[config.mk]
export PLATFORM = sky130hd
export DESIGN_NAME = vco_adc_array
export DESIGN_NICKNAME = d
export VERILOG_FILES = /design/src/rtl/vco_adc_pkg.sv /design/src/rtl/vco_adc_array_edge.sv /design/src/rtl/vco_adc_array.sv
export SDC_FILE = /design/constraint.sdc
export NUM_CORES = 1
export LEC_CHECK = 0
export ABC_AREA = 1
export CAP_MARGIN = 15
export CORE_MARGIN = 4
export CORE_UTILIZATION = 55
export CTS_BUF_LIST = sky130_fd_sc_hd__clkbuf_8
export CTS_CLUSTER_SIZE = 8
export DETAILED_ROUTE_END_ITERATION = 10
export DONT_BUFFER_PORTS = 1
export PLACE_DENSITY = 0.7
export SYNTH_ARGS = -nofsm -noshare
export SYNTH_HDL_FRONTEND = slang
export SYNTH_SLANG_ARGS = --single-unit
[constraint.sdc]
create_clock -name wb_clk_i -period 3.4 [get_ports wb_clk_i]
set_input_delay 0.17 -clock wb_clk_i [delete_from_list [all_inputs] [get_ports wb_clk_i]]
set_output_delay 0.17 -clock wb_clk_i [all_outputs]
set_load 0.02 [all_outputs]
[src/rtl/vco_adc_pkg.sv]
// vco_adc_pkg: shared types and defaults
// for the multi-channel VCO ADC array.
package vco_adc_pkg;

  typedef enum logic {
    IDLE  = 1'b0,
    COUNT = 1'b1
  } state_t;

  localparam int NUM_CH_DEF = 4;
  localparam int CNT_W_DEF  = 16;
  localparam int WIN_W_DEF  = 16;

  localparam logic [CNT_W_DEF-1:0] SAT_VAL =
    {CNT_W_DEF{1'b1}};

endpackage

[src/rtl/vco_adc_array_edge.sv]
// vco_edge_counter: synchronizes one VCO line
// and counts its rising edges with saturation.
module vco_edge_counter
  import vco_adc_pkg::*;
#(
  parameter int CNT_W = CNT_W_DEF
) (
  input  logic             clk,
  input  logic             rst,
  input  logic             vco,
  input  logic             clr,
  output logic [CNT_W-1:0] cnt_nxt,
  output logic             sat_nxt
);

  localparam logic [CNT_W-1:0] SAT = '1;

  logic [2:0]       sh;
  logic [CNT_W-1:0] cnt;
  logic             sat;
  logic             rise;

  assign rise = sh[1] & ~sh[2];

  // count including this cycle's edge, clipped at full scale
  always_comb begin
    cnt_nxt = cnt;
    sat_nxt = sat;
    if (rise) begin
      if (cnt == SAT) sat_nxt = 1'b1;
      else cnt_nxt = cnt + CNT_W'(1);
    end
  end

  // two-flop sync, edge-detect flop, counter state
  always_ff @(posedge clk) begin
    if (rst) begin
      sh  <= '0;
      cnt <= '0;
      sat <= 1'b0;
    end else begin
      sh <= {sh[1:0], vco};
      if (clr) begin
        cnt <= '0;
        sat <= 1'b0;
      end else begin
        cnt <= cnt_nxt;
        sat <= sat_nxt;
      end
    end
  end

endmodule

[src/rtl/vco_adc_array.sv]
// vco_adc_array: windowed edge counting over
// NUM_CH VCOs, snapshot and per-channel drain.
module vco_adc_array
  import vco_adc_pkg::*;
#(
  parameter int NUM_CH = NUM_CH_DEF,
  parameter int CNT_W  = CNT_W_DEF,
  parameter int WIN_W  = WIN_W_DEF,
  parameter int CH_W   =
    (NUM_CH > 1) ? $clog2(NUM_CH) : 1
) (
  input  logic              wb_clk_i,
  input  logic              wb_rst_i,
  input  logic [NUM_CH-1:0] vco_i,
  input  logic              enable_i,
  input  logic              continuous_i,
  input  logic              start_i,
  input  logic [WIN_W-1:0]  window_i,
  input  logic [NUM_CH-1:0] chan_mask_i,
  output logic              out_valid_o,
  input  logic              out_ready_i,
  output logic [CNT_W-1:0]  out_data_o,
  output logic [CH_W-1:0]   out_chan_o,
  output logic              out_sat_o,
  output logic              out_last_o,
  output logic              busy_o,
  output logic              overflow_o
);

  state_t             state, state_nxt;
  logic [WIN_W-1:0]   win, win_nxt;
  logic               clr, snap;

  logic [CNT_W-1:0]   cnt_nxt [NUM_CH];
  logic [NUM_CH-1:0]  sat_nxt;

  logic [CNT_W-1:0]   sh_data [NUM_CH];
  logic [NUM_CH-1:0]  sh_sat, sh_mask;
  logic               drain;
  logic [CH_W-1:0]    ptr;
  logic [CH_W-1:0]    first_idx, next_idx;
  logic               has_next;
  logic               fire, accept;
  logic               ovf;

  for (genvar g = 0; g < NUM_CH; g++) begin : g_ch
    vco_edge_counter #(.CNT_W(CNT_W)) u_cnt (
      .clk     (wb_clk_i),
      .rst     (wb_rst_i),
      .vco     (vco_i[g]),
      .clr     (clr),
      .cnt_nxt (cnt_nxt[g]),
      .sat_nxt (sat_nxt[g])
    );
  end

  // window FSM: counters stay cleared outside a live window
  always_comb begin
    state_nxt = state;
    win_nxt   = win;
    clr       = 1'b0;
    snap      = 1'b0;
    unique case (state)
      IDLE: begin
        clr = 1'b1;
        if (start_i && enable_i) begin
          state_nxt = COUNT;
          win_nxt   = window_i;
        end
      end
      COUNT: begin
        if (!enable_i) begin
          state_nxt = IDLE;
          clr       = 1'b1;
        end else if (win == '0) begin
          snap = 1'b1;
          clr  = 1'b1;
          if (continuous_i) win_nxt = window_i;
          else state_nxt = IDLE;
        end else begin
          win_nxt = win - WIN_W'(1);
        end
      end
    endcase
  end

  // FSM state and window down-counter
  always_ff @(posedge wb_clk_i) begin
    if (wb_rst_i) begin
      state <= IDLE;
      win   <= '0;
    end else begin
      state <= state_nxt;
      win   <= win_nxt;
    end
  end

  // lowest channel of the incoming mask
  always_comb begin
    first_idx = '0;
    for (int i = NUM_CH - 1; i >= 0; i--)
      if (chan_mask_i[i]) first_idx = CH_W'(i);
  end

  // next latched channel above the drain pointer
  always_comb begin
    next_idx = ptr;
    has_next = 1'b0;
    for (int i = NUM_CH - 1; i >= 0; i--)
      if (sh_mask[i] && i > int'(ptr)) begin
        next_idx = CH_W'(i);
        has_next = 1'b1;
      end
  end

  assign fire   = drain & out_ready_i;
  assign accept = snap & ~drain & (|chan_mask_i);

  // shadow capture, drain walk, sticky drop flag
  always_ff @(posedge wb_clk_i) begin
    if (wb_rst_i) begin
      for (int i = 0; i < NUM_CH; i++)
        sh_data[i] <= '0;
      sh_sat  <= '0;
      sh_mask <= '0;
      drain   <= 1'b0;
      ptr     <= '0;
      ovf     <= 1'b0;
    end else begin
      if (snap && drain) ovf <= 1'b1;
      if (accept) begin
        for (int i = 0; i < NUM_CH; i++)
          sh_data[i] <= cnt_nxt[i];
        sh_sat  <= sat_nxt;
        sh_mask <= chan_mask_i;
        ptr     <= first_idx;
        drain   <= 1'b1;
      end else if (fire) begin
        if (has_next) ptr <= next_idx;
        else drain <= 1'b0;
      end
    end
  end

  assign out_valid_o = drain;
  assign out_data_o  = sh_data[ptr];
  assign out_chan_o  = ptr;
  assign out_sat_o   = sh_sat[ptr];
  assign out_last_o  = drain & ~has_next;
  assign busy_o      = (state == COUNT);
  assign overflow_o  = ovf;

endmodule

==> flow_summary.yaml <==
clock_network:
  cts_tree: "done"
  clockBufferDepth: 2
  post_cts_resized: 0
  cts_max_level: 4
  hold_buffers: 25
  worstSkewPairLatency_ns: 0.46
  cts_sinks: 174
  cts_made_buffers: 17
  cts_root_buf: "clkbuf_8"
  cts_setup_buffers: 0
  clk_pin_slew_worst_paths_ns: 0.09
timing:
  skew_ns: 0.0124
  fin_crit_ns: 2.66
  finalHoldViolations: 0
  worst_pin_slew_ns: 0.918
  fin_setup_tns_ns: 0
  slew_headroom: 0.387
  rsz0062_at_grt: "no"
  final-setup-viol-count: 0
  slew_violations: 0
  timing.final.crit_share: 0.783
  max_freq_mhz: 376
pwr:
  p_leak_nw: 3.54
  p_switching_mw: 1.07
  swShare: 0.268
  p_int_mw: 2.92
  peakVddDrop_v: 0.000226
  pwr-share-clk: 0.354
  power_density_nw_per_um2: 432
  pwr-share-seq: 0.562
  p_comb_frac: 0.084
final_layout:
  area_growth_pct: 8.78
  final_cell_area_um2: 9220
  final_layout_size_suffix_gt1_frac: 0.0724
  register_area_um2: 4120
  nFillCells: 1370
  num_antenna_cells: 0
  final_common_cell: "nor2_1"
  multi_input_area_um2: 3700
  finalNetCount: 1155
  final_cell_mix: "nor2_1 (241), nand2_1 (194), inv_1 (122), dfxtp_1 (110), nand3_1 (72)"
synthesis:
  syn_inst: 1099
  ys_warn_count: 0
  syn-num-nets: 1135
  avgSynthCellArea_um2: 7.72
  synth_xor_area_frac: 0.0289
  synthFlopType: "dfxtp_1"
  synth-compound-area-share: 0.0962
  ys_ff_latch: 174
  synthSimpleGateAreaFrac: 0.302
  synthMuxAreaShare: 0
  ys_seq_area_frac: 0.486
  synth_top_family_by_area: "simple AND/OR/NAND/NOR gates"
  async_flop_share: 0
  synth-edff-count: 64
  ys_types: 44
  netlist_area_um2: 8480
  synth_fa_ha_area_frac: 0.00885
setup_path:
  worstPathCellList: "inv_1, ha_1, nand2_1, nor2_1, nand3_4, nand2_2, inv_2, nand3_2, buf_4, inv_1, o21ai_0, inv_1"
  crit_slowest_cell: "nand2_2"
  cp.required_ns: 3.76
  worst_r2r_startpoint: "win[0]"
  cpLargestDelayFamily: "simple AND/OR/NAND/NOR gates"
  cp_num_buf_inv: 5
  worstSetupStartpointType: "flip-flop"
  crit_type: "flip-flop to flip-flop"
  cp.arrival_ns: 3.02
  cp-startpoint: "win[0]"
  end_kind: "flip-flop"
  crit_fanout: 33
  crit_path_max_incr_delay_ns: 0.41
  crit_top_cell: "inv_1"
routing:
  final_antenna_net_count: 0
  routed_via_density: 5.38
  wl_per_cell_um: 14.6
  drcViolationCount: 0
  drt-initial-drc-count: 622
  first_pass_iters: 5
  vias: 7103
  wl_um: 19300
die:
  rows: 45
  die-width_um: 132
  dieArea_um2: 17500
  coreArea_um2: 15100
  die_height_um: 132
  start_util: 0.560
  pin_count: 53
worst_hold_path:
  hp-class: "input pin to flip-flop"
  hold_path.startpoint: "chan_mask_i[0]"
placed_design:
  hpwl_um: 13900
  port_buffers: 0
  place_congestion: 0.897
  placed_area_um2: 8590
outcome:
  status: "complete, no violations"
global_route:
  grt_max_degree: 47
  antenna_found_initial: 0
  grt_pass1_vias: 6573
  grt_overflow: 0
  grt_pass1_wl_um: 32800
  grt_usage: 0.230
flow_run:
  cap_violations: 0
-- synth_stat cells (all sizes together), types with 2 or more instances --
cell      n  area, µm²
a31oi     4       25.0
nand3b    7       52.6
nand3    77        418
or2       5       31.3
xnor2    11       96.3
edfxtp   64       1920
clkbuf   12       45.0
inv     124        468
nor2    255       1010
dfxtp   110       2200
nor3     23        151
o21bai    6       45.0
o21ai    74        382
a21oi    41        209
nor4      2       12.5
nand2   201        769
xor2     17        149
o22ai    16        100
nand4    16        115
o31ai     2       15.0
ha        6       75.1
buf      19        139
-- power groups by stage --
stage	Combinational, mW	Sequential, mW	Clock [mW]
after detailed placement	0.305	2.29	0
final	0.336	2.24	1.41
after global placement	0.305	2.28	0
after global routing	0.381	2.25	1.54
after CTS	0.334	2.24	1.45
after floorplan	0.251	2.28	0
-- layer usage --
| layer | vias to the layer above | part of all wire | routed length [µm] | track usage |
|---|---|---|---|---|
| met4 | 0 | 0.018 | 349 | 0.0723 |
| li1 | 3604 | - | - | - |
| met5 | - | 0 | 0 | 0 |
| met2 | 188 | 0.47 | 9010 | 0.366 |
| met3 | 28 | 0.051 | 989 | 0.0427 |
| met1 | 3283 | 0.46 | 8960 | 0.319 |
-- cell type report --
class	count	share of cell area
flip-flops and latches	174	0.447
clock buffers	17	0.0254
clock inverters	15	0.0167
repair buffers	32	0.0328
inverters	125	0.0511
multi-input cells	769	0.401
well taps	188	0.0255
-- stage by stage --
step	cells	setup WS, ns	power (mW)	hold WS, ns	util
after detailed placement	1263	0.768	2.59	0.244	0.567
after floorplan	1099	0.315	2.53	0.277	-
after CTS	1320	0.748	4.02	0.00128	0.609
after global routing	1320	0.492	4.16	0.0413	0.609
final	1320	0.738	3.98	0.0350	0.609
after global placement	1263	0.862	2.59	0.242	0.567
-- worst min-delay path, cell delays in order --
cell and delay (ns):
nor3_1 0.03, nand2_1 0.07, nand3_1 0.07, nand2_1 0.08, inv_1 0.04
-- flip-flops by register name, indices dropped and copies added (netlist names), named ones only --
register,count
busy_o,1
g_ch.u_cnt.cnt,64
g_ch.u_cnt.sat,4
g_ch.u_cnt.sh,12
out_chan_o,2
out_valid_o,1
overflow_o,1
sh_data,64
sh_mask,3
sh_sat,4
win,16
-- final timing paths --
path,depth (start not counted),slack (ns),endpoint
min reg2reg,2,0.40,g_ch[2].u_cnt.sh[1]
max reg2reg,12,0.74,g_ch[0].u_cnt.cnt[14]
min,5,0.04,flip-flop
max,12,0.74,g_ch[0].u_cnt.cnt[14]
-- cells by family (layout without fill, tap and decap cells) --
kind of cell | after synthesis | after routing
AND/OR/NAND/NOR | 587 | 587
flip-flops | 174 | 174
buffers and inverters | 156 | 189
AO/OA/AOI/OAI | 148 | 148
XOR/XNOR | 28 | 28
adder cells (fa/ha/maj) | 6 | 6
(Power assumes the default switching activity.)
